**src/rtl/ram4k_burst_issuer.sv**
```systemverilog
// ram4k_burst_issuer: pops 4K-safe chunk entries and issues AXI4 INCR bursts
// on AR or AW, splitting entries longer than MAX_BURST_LEN beats.
module ram4k_burst_issuer #(
    parameter int DATA_BYTES    = 8,
    parameter int MAX_BURST_LEN = 256
) (
    input  logic        clk,
    input  logic        reset_n,
    input  logic        ram4k_empty,
    output logic        ram4k_rd,
    input  logic [82:0] ram4k_rddata,
    output logic        arvalid,
    input  logic        arready,
    output logic [63:0] araddr,
    output logic [7:0]  arlen,
    output logic [2:0]  arsize,
    output logic [1:0]  arburst,
    output logic        awvalid,
    input  logic        awready,
    output logic [63:0] awaddr,
    output logic [7:0]  awlen,
    output logic [2:0]  awsize,
    output logic [1:0]  awburst,
    output logic        chunk_done,
    output logic        entry_err,
    output logic        busy
);
    localparam int          OFF  = (DATA_BYTES > 1) ? $clog2(DATA_BYTES) : 0;
    localparam logic [63:0] MASK = 64'(DATA_BYTES - 1);
    localparam logic [12:0] MAXB = 13'(MAX_BURST_LEN);

    typedef enum logic [1:0] {IDLE, FETCH, ISSUE} state_t;

    state_t      state_q, state_d;
    logic        dir_q, dir_d;
    logic [63:0] cur_addr_q, cur_addr_d;
    logic [12:0] beats_left_q, beats_left_d;
    logic        chunk_done_q, chunk_done_d;
    logic        entry_err_q, entry_err_d;
    logic        rd_f, wr_f, valid, hs;
    logic [11:0] bcount;
    logic [63:0] addr_in, span;
    logic [12:0] burst;
    logic        unused_bits;

    assign unused_bits = ^ram4k_rddata[82:78];

    always_comb begin
        rd_f         = ram4k_rddata[77];
        wr_f         = ram4k_rddata[76];
        bcount       = ram4k_rddata[75:64];
        addr_in      = ram4k_rddata[63:0];
        span         = (addr_in & MASK) + {52'b0, bcount} + MASK;
        burst        = (beats_left_q > MAXB) ? MAXB : beats_left_q;
        valid        = state_q == ISSUE;
        hs           = valid & (dir_q ? arready : awready);
        state_d      = state_q;
        dir_d        = dir_q;
        cur_addr_d   = cur_addr_q;
        beats_left_d = beats_left_q;
        chunk_done_d = 1'b0;
        entry_err_d  = 1'b0;
        case (state_q)
            IDLE: state_d = ram4k_empty ? IDLE : FETCH;
            FETCH: begin
                entry_err_d = rd_f == wr_f;
                state_d     = (rd_f == wr_f || bcount == 12'd0) ? IDLE : ISSUE;
                dir_d       = rd_f;
                cur_addr_d  = addr_in;
                // Offset of the first beat counts towards the span, so round up over it
                beats_left_d = 13'(span >> OFF);
            end
            ISSUE: begin
                if (hs) begin
                    beats_left_d = beats_left_q - burst;
                    cur_addr_d   = (cur_addr_q & ~MASK) + (64'(burst) << OFF);
                    chunk_done_d = beats_left_q == burst;
                    state_d      = (beats_left_q == burst) ? IDLE : ISSUE;
                end
            end
            default: state_d = IDLE;
        endcase
    end

    always_ff @(posedge clk or negedge reset_n) begin
        if (!reset_n) begin
            state_q      <= IDLE;
            dir_q        <= 1'b0;
            cur_addr_q   <= '0;
            beats_left_q <= '0;
            chunk_done_q <= 1'b0;
            entry_err_q  <= 1'b0;
        end else begin
            state_q      <= state_d;
            dir_q        <= dir_d;
            cur_addr_q   <= cur_addr_d;
            beats_left_q <= beats_left_d;
            chunk_done_q <= chunk_done_d;
            entry_err_q  <= entry_err_d;
        end
    end

    // reset_n gates the pop so nothing is consumed while held in reset
    assign ram4k_rd   = reset_n & (state_q == IDLE) & ~ram4k_empty;
    assign arvalid    = valid & dir_q;
    assign awvalid    = valid & ~dir_q;
    assign araddr     = arvalid ? cur_addr_q : '0;
    assign awaddr     = awvalid ? cur_addr_q : '0;
    assign arlen      = arvalid ? 8'(burst - 13'd1) : '0;
    assign awlen      = awvalid ? 8'(burst - 13'd1) : '0;
    assign arsize     = 3'(OFF);
    assign awsize     = 3'(OFF);
    assign arburst    = 2'b01;
    assign awburst    = 2'b01;
    assign chunk_done = chunk_done_q;
    assign entry_err  = entry_err_q;
    assign busy       = state_q != IDLE;
endmodule

```
**config.mk**
```make
export PLATFORM = sky130hd
export DESIGN_NAME = ram4k_burst_issuer
export DESIGN_NICKNAME = d
export VERILOG_FILES = /design/src/rtl/ram4k_burst_issuer.sv
export SDC_FILE = /design/constraint.sdc
export NUM_CORES = 1
export LEC_CHECK = 0
export CORE_MARGIN = 3
export CORE_UTILIZATION = 45
export DETAILED_ROUTE_END_ITERATION = 10
export PLACE_DENSITY = 0.8
export SKIP_LAST_GASP = 1
export SYNTH_ARGS = -nofsm -noshare
export SYNTH_HDL_FRONTEND = slang
export SYNTH_SLANG_ARGS = --single-unit
```
**constraint.sdc**
```tcl
create_clock -name clk -period 7 [get_ports clk]
set_clock_uncertainty 0.15 [all_clocks]
set_input_delay 1.75 -clock clk [delete_from_list [all_inputs] [get_ports clk]]
set_output_delay 1.75 -clock clk [all_outputs]
set_load 0.02 [all_outputs]
```
Word-level counts from Yosys, hierarchy flattened
Index checks and enable logic that the tools add are counted.
- memory bits (read-only): 0
- output and inout port bits: 160
- memories: 0
- bits in registers: 82
- logic and storage cells: 48
- bits in latches: 0
- input port bits: 88
- memory bits (writable): 0
- multiply operators: 0
- reductions and logical operators: 6
- shift operators: 0
- $add $sub $neg: 5
- equal/unequal tests: 5
- multiplexer cells: 18
- bitwise operators: 7
- order comparisons: 1
- divide/modulo/power cells: 0
- operators with widths (operator ; number):
    64-bit two-way mux ; 3
    64-bit one-hot mux with 2 select lines ; 1
    64-bit by 16-bit adder with 64-bit output ; 1
    13-bit two-way mux ; 2
    13-bit one-hot mux with 2 select lines ; 1
    8-bit two-way mux ; 2
    13-bit by 3-bit adder with 14-bit output, second input constant ; 1
    3-bit by 12-bit adder with 13-bit output ; 1
    13-bit equality test ; 1
    13-bit by 9-bit > comparator with 1-bit output, second input constant ; 1
    13-bit subtractor ; 1
    12-bit logical NOT ; 1
    8-bit by 1-bit subtractor with 8-bit output, second input constant ; 1
    2-bit two-way mux ; 3
    2-bit one-hot mux with 3 select lines ; 1
    1-bit AND ; 5
    1-bit two-way mux ; 5
    2-bit nonzero test ; 2
    2-bit by 1-bit equality test with 1-bit output, second input constant ; 1
    2-bit equality test, second input constant ; 1
    2-bit logical NOT ; 1
    2-bit by 1-bit inequality test with 1-bit output, second input constant ; 1
    1-bit NOT ; 2
    2-bit AND reduction ; 1
    other kinds (2) ; 2

Depth between registers and ports, before layout
Gate-level depths: netlist (run 1).
- word-level depth: 6
- mapped depth: 16
- gate-level depth less buffers: 13

Worst setup path before layout (run 1)
Ideal clock, no wire load.
- path kind: flip-flop to output port
- from: register beats_left_q[2]
- to: output arlen[6]
- cell stages (with the launch flop): 11
- path slack: 2404 ps
- data required time: 5100 ps
- path buffers: 1
- data arrival time: 2696 ps
- cell sequence: dfrtp_1 -> clkbuf_1 -> or4_1 -> o41ai_2 -> and2_1 -> nand2_1 -> ha_1 -> o21ai_0 -> mux2i_1 -> o21ai_0 -> nor2_1
- cells in the longest elaborated chain, start to end: 4
- RTL lines (item ; RTL line ; RTL):
    from (decl) ; 37 ; logic [12:0] beats_left_q, beats_left_d;
    from (signal assigned) ; 97 ; beats_left_q <= beats_left_d;
    13-bit by 9-bit > comparator with 1-bit output ; 54 ; burst = (beats_left_q > MAXB) ? MAXB : beats_left_q;
    13-bit two-way mux (*) ; 54 ;
    8-bit by 1-bit subtractor with 8-bit output (*) ; 109 ; assign arlen = arvalid ? 8'(burst - 13'd1) : '0;
    8-bit two-way mux (*) ; 109 ;
    to (decl) ; 15 ; output logic [7:0] arlen,
Mark *: on every way between the ends. The rest lies on a longest branch, timed or not.

Worst setup path after layout (run 1)
- from: register beats_left_q[1]
- to: output arlen[6]
Same word-level chain as after synthesis.

==> results of run 1 <==
worst max-delay path: cells and delay by family, from the launching register on:
family	cells	cell delay, ns
and+or+nand+nor	4	1.13
buffers and inverters	1	0.64
muxes	1	0.22
DFF	1	0.45
AOI/OAI and AO/OA	3	0.80
adders and majority gates	1	0.23
worst paths after layout:
| path | startpoint | endpoint | slack, ns | depth (start not counted) |
|---|---|---|---|---|
| max | beats_left_q[1] | arlen[6] | 1.29 | 10 |
| min in group asynchronous | reset_n | cur_addr_q[1] | 1.20 | 1 |
| min reg2reg | cur_addr_q[0] | cur_addr_q[0] | 0.39 | 2 |
| min | cur_addr_q[0] | cur_addr_q[0] | 0.39 | 2 |
| max reg2reg | beats_left_q[1] | cur_addr_q[46] | 2.32 | 13 |
| max in group asynchronous | reset_n | dir_q | 4.44 | 2 |
metrics by stage:
step,cells,power (mW)
finish,1340,4.391
global route,1340,4.709
CTS,1340,4.369
detailed placement,1324,3.825
global placement,1324,3.752
floorplan,949,2.903
layer usage:
metal,track usage,share of wire,vias up
met5,0,0,-
li1,-,-,3748
met3,0.04122,0.073,42
met2,0.4572,0.47,366
met4,0.09527,0.024,0
met1,0.3884,0.44,3864
power by group:
group          switching, mW  leakage [nW]  internal [mW]  total, mW
registers              0.439         0.982          0.706       1.14
clock network          0.206         0.156          0.322      0.528
logic                   1.59          2.91           1.13       2.72
total                   2.23          4.04           2.16       4.39
flip-flops by register name, summed over array words and instances (netlist names):
register	count
entry_err	1
chunk_done	1
dir_q	1
state_q	2
beats_left_q	13
cur_addr_q	64
Yosys cell counts, types with 8 or more instances:
cell type	instances
sky130_fd_sc_hd__nand4_1	13
sky130_fd_sc_hd__buf_4	10
sky130_fd_sc_hd__and2_1	65
sky130_fd_sc_hd__nand3_1	49
sky130_fd_sc_hd__nor2_1	76
sky130_fd_sc_hd__o21ai_0	40
sky130_fd_sc_hd__or4_1	8
sky130_fd_sc_hd__dfrtp_1	82
sky130_fd_sc_hd__or2_2	8
sky130_fd_sc_hd__nor4_1	12
sky130_fd_sc_hd__o211ai_1	9
sky130_fd_sc_hd__ha_1	17
sky130_fd_sc_hd__a31oi_1	10
sky130_fd_sc_hd__inv_1	23
sky130_fd_sc_hd__clkbuf_1	62
sky130_fd_sc_hd__a211oi_1	31
sky130_fd_sc_hd__mux2i_1	9
sky130_fd_sc_hd__nand2_1	81
sky130_fd_sc_hd__nand2b_1	8
sky130_fd_sc_hd__a22oi_1	12
sky130_fd_sc_hd__xnor2_1	35
sky130_fd_sc_hd__nor3_1	29
sky130_fd_sc_hd__and3_1	75
sky130_fd_sc_hd__nor2b_1	21
sky130_fd_sc_hd__a21oi_1	41
sky130_fd_sc_hd__xor2_1	9
cell type report:
class	instances	area, µm²
fill	1384	5532
multi-input combinational	764	4761
timing repair buffer	244	2410
sequential	82	2054
tap	211	264.0
clock buffer	11	242.7
inverter	23	86.33
clock inverter	5	77.57
kinds of logic after synthesis:
logic type	after synthesis
simple gates	472
compound gates	204
buf+inv	103
flops	82
xor+xnor	44
fa+ha+maj	19
mux	10
other cells	2
==> flow_summary.toml, run 1 <==
[final_layout]
mostFrequentLayoutCell = "sky130_fd_sc_hd__clkdlybuf4s50_1"
design.final.nets = 1230
mostFrequentLayoutCells = "sky130_fd_sc_hd__clkdlybuf4s50_1, sky130_fd_sc_hd__nand2_1, sky130_fd_sc_hd__dfrtp_1"
final_instance_area_mm2 = 0.009896
diodes = 0
postLayoutCoreUtil = 0.6414
layout-area-overhead-vs-synth_pct = 37.67
share_of_layout_cells_above_drive_strength_1 = 0.04872

[sta]
drv_slew = 0
setup_viol_count_final = 0
tightestPinTransition_ns = 0.9631
timing_hold_violations_final = 0
timing.final.crit_share = 0.8160
max-slew-margin-rel = 0.3396
fin_setup_tns_ns = 0
rsz_0062_raised_after_global_routing = "false"
worst_slack_ns = 1.288
achievable-frequency_mhz = 175.1
fin_worst_hold_slack_ns = 0.3911
post-route-min-period_ns = 5.712

[synth]
cell_types_with_the_largest_area_share_after_synthesis = "sky130_fd_sc_hd__dfrtp_1, sky130_fd_sc_hd__and3_1, sky130_fd_sc_hd__and2_1, sky130_fd_sc_hd__xnor2_1, sky130_fd_sc_hd__nand2_1"
synth-seq-cells = 82
synth_top_area_share = 0.2855
ys_warn_count = 0
largest_family_of_logic_cells_by_synthesized_area = "simple AND/OR/NAND/NOR gates"
postSynthAreaPerCell_um2 = 7.680
postSynthCellCount = 936
post_synth_and_or_nand_nor_area_fraction = 0.3579
yosys.area_share.xor_xnor = 0.05361
post_synth_mux_area_share = 0.01410
synth_seq_area_share = 0.2855
synth-edff-count = 0
share_of_the_synthesized_area_in_compound_gates_ao_oa_aoi_oai = 0.1929
postSynth.asyncResetShare = 1.000
netlist_area_mm2 = 0.007188
synth_top_area_cell = "sky130_fd_sc_hd__dfrtp_1"
adder_cell_area_share_of_the_yosys_netlist = 0.03429
netlist-cell-type-count = 75
ys.flop_type = "sky130_fd_sc_hd__dfrtp_1"

[setup_path]
critPathArrivalTime_ns = 3.81
critical_path_required_ns = 5.10
cp-end-kind = "primary output"
max_stage_delay_ns = 0.65
path_cells = "or4_1 > o41ai_2 > and2_1 > nand2_1 > ha_1 > o21ai_0 > mux2i_1 > o21ai_0 > nor2_1 > clkdlybuf4s50_1"
critical_path_class = "reg -> out"
critical_path_peak_fanout = 8
worst_path_most_repeated_cell = "sky130_fd_sc_hd__o21ai_0"
worst_setup_path_start_kind = "flip-flop"
slowest_stage = "sky130_fd_sc_hd__or4_1"

[clock_tree]
clk_root_buffer_cell = "sky130_fd_sc_hd__clkbuf_16"
post_cts_setup_driven_buffer_insertion_count = 0
holdBufCountCts = 0
clk_pin_slew_ns = 0.06
max-clock-path-buffers = 2
ctsResizeCount = 0
numClockSinks = 82
cts_inserted_buffers = 9
cts_tree = "done"
cts_max_level = 3
worst_skew_pair.late_latency_ns = 0.35

[placement]
gp_congestion = 0.9070
standard_cell_area_after_detailed_placement_mm2 = 0.009575
place_ws_ns = 1.697
detailed_place_hpwl_um = 17870
port-buffer-count = 232

[floorplan]
die-height_um = 132.4
io-pin-count = 248
width_of_the_chip_um = 132.4
initial_utilization = 0.4659
rows = 45
dieArea_mm2 = 0.01753
coreArea_mm2 = 0.01543

[routing]
ant_nets = 0
drt_pass1_iterations = 6
drt-wirelength-per-cell_um = 19.21
drc_violations_left = 0
vias_per_cell = 5.985
routed_wl_um = 25740
drt-initial-drc-count = 700
dr_total_vias = 8020

[pwr]
vdd_ir_drop_max_mv = 0.2864
leakage_nw = 4.043
p_per_area_mw_per_mm2 = 443.8

[global_route]
grt_usage = 0.2825
global_route_wire_length_before_repair_um = 40580
maximum_number_of_pins_on_one_net_before_global_route_repair = 66
first_global_vias = 7661
global_route_overflow = 0
grt_antenna_before_repair = 0

[job]
number_of_maximum_capacitance_violations = 0

[worst_hold_path]
worst_hold_path_type = "reg -> reg"

[status]
run_status = "finished clean"
(Power assumes the default switching activity.)
==> inputs of run 2 (changes only) <==
CORE_UTILIZATION = 42   (was 45)
PLACE_DENSITY = 0.78   (was 0.8)
clock period = 4.95 ns   (was 7 ns; I/O delays follow)
==> flow_summary.toml, run 2 (synthesized netlist as in run 1, its figures left out) <==
[global_route]
maximum_number_of_pins_on_one_net_before_global_route_repair = 65
grt_antenna_before_repair = 0
first_global_vias = 7444
global_route_overflow = 0
grt_usage = 0.2698
global_route_wire_length_before_repair_um = 40350

[job]
number_of_maximum_capacitance_violations = 0

[floorplan]
coreArea_mm2 = 0.01664
rows = 47
width_of_the_chip_um = 136.8
die-height_um = 136.8
io-pin-count = 248
initial_utilization = 0.4319
dieArea_mm2 = 0.01872

[routing]
highest-signal-layer = "met4"
routed_wl_um = 25910
drt-wirelength-per-cell_um = 19.02
met2_length_um = 12450
drt_pass1_iterations = 5
drc_violations_left = 0
drt-initial-drc-count = 640
ant_nets = 0
met3RoutedLength_um = 1852
vias_per_cell = 5.840
wl_met1_um = 11070
dr_total_vias = 7954

[setup_path]
cp-end-kind = "primary output"
critical_path_required_ns = 3.56
critical_path_peak_fanout = 8
critPathArrivalTime_ns = 3.33
critical_path_class = "reg -> out"
worst_setup_path_start_kind = "flip-flop"

[final_layout]
top_register = "cur_addr_q"
mostFrequentLayoutCell = "sky130_fd_sc_hd__clkdlybuf4s50_1"
design.final.nets = 1243
diodes = 0
largest_register_ffs = 64
filler_cell_count = 1564
finish.cell_count_without_fillers = 1362
share_of_layout_cells_above_drive_strength_1 = 0.06130
largestRegisters = "cur_addr_q: 64 flops, beats_left_q: 13 flops, state_q: 2 flops"
layout-area-overhead-vs-synth_pct = 39.79
mostFrequentLayoutCells = "sky130_fd_sc_hd__clkdlybuf4s50_1, sky130_fd_sc_hd__nand2_1, sky130_fd_sc_hd__dfrtp_1"

[pwr]
leakage_nw = 4.125
p_per_area_mw_per_mm2 = 634.4
vdd_ir_drop_max_mv = 0.3451

[sta]
fin_setup_tns_ns = 0
max-slew-margin-rel = 0.4349
drv_slew = 0
timing.final.crit_share = 0.9539
tightestPinTransition_ns = 0.8420
setup_viol_count_final = 0
timing_hold_violations_final = 0
post-route-min-period_ns = 4.722
achievable-frequency_mhz = 211.8
rsz_0062_raised_after_global_routing = "false"

[worst_hold_path]
worst_hold_path_type = "reg -> reg"

[placement]
port-buffer-count = 232
dp.cells = 1346
gp_congestion = 0.9550
detailed_place_hpwl_um = 18510

[clock_tree]
worst_skew_pair.late_latency_ns = 0.34
clk_pin_slew_ns = 0.06
max-clock-path-buffers = 2
clk_root_buffer_cell = "sky130_fd_sc_hd__clkbuf_16"
cts_inserted_buffers = 9
cts_tree = "done"
numClockSinks = 82
cts_max_level = 3

[status]
run_status = "finished clean"
==> run 2: critical path, cell delays in order, from the launching register on <==
cell and delay [ns]:
sky130_fd_sc_hd__dfrtp_1 0.46, sky130_fd_sc_hd__or4_4 0.60, sky130_fd_sc_hd__o41ai_2 0.33, sky130_fd_sc_hd__and2_1 0.23, sky130_fd_sc_hd__nand2_1 0.10, sky130_fd_sc_hd__ha_1 0.23, sky130_fd_sc_hd__o21ai_0 0.17, sky130_fd_sc_hd__a21boi_2 0.26
sky130_fd_sc_hd__nor2_1 0.06, sky130_fd_sc_hd__clkdlybuf4s50_1 0.54
==> run 2: what timing repair did <==
item	CTS	global route
resized for setup	2	4
cloned	0	0
endpoints found under the setup margin	2	4
buffers inserted	0	0
hold buffers	0	0
==> run 2: report_power, final <==
group / switching [mW] / leakage [nW] / internal (mW)
sequential: 0.557 / 0.982 / 0.999
combinational: 2.34 / 2.98 / 1.69
clock: 0.288 / 0.166 / 0.507
total: 3.18 / 4.13 / 3.19
==> run 2: metrics by stage <==
stage          setup WS [ns]  cell area (µm²)  total power, mW  hold WS, ns    util
4_1_cts              0.06697            10040            6.329       0.3851  0.6033
6_report              0.2281            10050            6.375       0.3894  0.6038
5_1_grt              0.03822            10050            6.839       0.4227  0.6038
3_3_place_gp          0.3720             9697            5.416       0.3603  0.5827
3_5_place_dp          0.3013             9697            5.517       0.3762  0.5827
2_1_floorplan         0.8666             7237            4.105       0.3224       -
==> run 2: worst paths after layout <==
| check | slack [ns] | depth (start not counted) | start | endpoint |
|---|---|---|---|---|
| worst max register to register | 0.59 | 13 | beats_left_q[1] | cur_addr_q[37] |
| worst min-delay path | 0.39 | 1 | cur_addr_q[60] | cur_addr_q[60] |
| max in group asynchronous | 2.74 | 3 | reset_n | dir_q |
| worst max-delay path | 0.23 | 9 | beats_left_q[1] | arlen[4] |
| min in group asynchronous | 0.84 | 2 | reset_n | cur_addr_q[34] |
| worst min register to register | 0.39 | 1 | cur_addr_q[60] | cur_addr_q[60] |
==> run 2: per-layer routing <==
layer,vias to the layer above,track usage
met5,-,0
met1,3795,0.3672
li1,3763,-
met2,353,0.4502
met4,0,0.06596
met3,43,0.04301
==> run 2: final cells by class <==
type / count / area, µm² / share of cell area
timing repair buffer: 257 / 2519 / 0.2507
multi-input combinational: 764 / 4768 / 0.4745
inverter: 23 / 86.33 / 0.008592
clock inverter: 5 / 102.6 / 0.01021
sequential: 82 / 2054 / 0.2045
tap: 220 / 275.3 / 0.02739
clock buffer: 11 / 242.7 / 0.02416
==> RTL edit, RTL diff (flow settings as in run 2) <==
Change the parameter `DATA_BYTES` from 8 to 32.
--- a/src/rtl/ram4k_burst_issuer.sv
+++ b/src/rtl/ram4k_burst_issuer.sv
@@ -1,7 +1,7 @@
 // ram4k_burst_issuer: pops 4K-safe chunk entries and issues AXI4 INCR bursts
 // on AR or AW, splitting entries longer than MAX_BURST_LEN beats.
 module ram4k_burst_issuer #(
-    parameter int DATA_BYTES    = 8,
+    parameter int DATA_BYTES    = 32,
     parameter int MAX_BURST_LEN = 256
 ) (
     input  logic        clk,
Function: changed (Yosys sat finds a counterexample within 4 cycles, from zero or initial values and one cycle with reset_n low).
==> RTL edit against run 2 <==
Final cell count decreased by 1.9%. Via count fell by 1.7%. Sequential cell count unchanged. Worst setup slack lost 54 ps. Routed wire length is 3.7% lower. Largest power group unchanged. Combinational power decreased by 11%. Power shrank 11%. Worst hold slack got worse by 26 ps. Area after synthesis fell by 2.8%. Final area down 2.4%. Largest cell class unchanged. Synthesized cell count fell by 2.4%.
==> RTL edit: results (changes against run 2) <==
[power_and_ir_drop]
power.clock.fraction=0.120  ; -0.005
power_sequential_mw=1.42  ; -9%
worst_ir_drop_on_vdd_uv=395.3  ; +15%
power.clock.total_mw=0.682  ; -14%
switchingPower_mw=2.846  ; -11%

[setup_path]
critical_path.endpoint=arlen[1]
setup.reg_to_reg.worst_slack_ps=240  ; -350 ps
critical_path.reg2reg.endpoint=cur_addr_q[63]$_DFFE_PN0P_
worstPathArrival_ps=3390  ; +60 ps
regToRegStartpoint=beats_left_q[3]$_DFFE_PN0P_

[finish]
num-nets-final=1226  ; -1.4%
utilization=0.6106  ; +0.006777
final_cells=1336  ; -1.9%

[status]
status=complete, no violations

[min_path]
hold-path-endpoint=cur_addr_q[3]$_DFFE_PN0P_
min-delay-start=cur_addr_q[3]$_DFFE_PN0P_

[synth]
post_synth_main_area_contributors=dfrtp_1, and3_1, and2_1
synth.distinct_cells=79  ; +5.3%
synthCells=914  ; -2.4%
synth.cells.most_frequent=dfrtp_1, nor2_1, and3_1, nand2_1, and2_1

[routing]
top_layer=met5
detailroute.wirelength.met3_um=1930  ; +4.2%
totalWireLength_um=24960  ; -3.7%
viasPerCell=5.853  ; +0.22%

[sta]
slew_headroom=0.2886  ; -0.1463
finalHoldWorstSlack_ps=363.4  ; -26.00 ps
layout_worst_path_cycle_share=0.9648  ; +0.01088

[placement]
dpl-instance-area_um2=9490  ; -2.1%
place.detailed.hpwl_um=17350  ; -6.2%
place_ws_ps=178.7  ; -122.6 ps

[cts]
post_cts_resize_count=1  ; -1

[global_routing]
antenna_found_initial=1  ; +1
global_route_wire_length_before_repair_um=38960  ; -3.5%
grt_usage=0.2657  ; -0.004134
gr-usage-met2=0.4711  ; +0.02093
grtUsageMet3=0.04657  ; +0.003558

RTL edit: cells by family after synthesis:
group / after synthesis / share of synthesized area
simple gates: 429 / 0.3277
compound gates: 233 / 0.2310
buf+inv: 122 / 0.07486
flops: 82 / 0.2937
fa+ha+maj: 23 / 0.04191
xor+xnor: 19 / 0.02382
mux: 4 / 0.005910
other cells: 2 / 0.001075
RTL edit: area by class of cell:
| cell class | count | share of cell area |
|---|---|---|
| Multi-Input combinational cell | 723 | 0.4592 |
| Clock buffer | 12 | 0.02514 |
| Inverter | 39 | 0.01493 |
| Sequential cell | 82 | 0.2094 |
| Clock inverter | 3 | 0.004084 |
| Tap cell | 216 | 0.02757 |
| Timing Repair Buffer | 261 | 0.2597 |
RTL edit: worst max-delay path, cell delays in order (launching register included):
cell and delay, ps:
dfrtp_1 370, or3_1 410, or4b_2 610, a21oi_1 190, buf_4 220, nand2_1 140
ha_1 320, nor2_1 100, clkdlybuf4s50_1 660
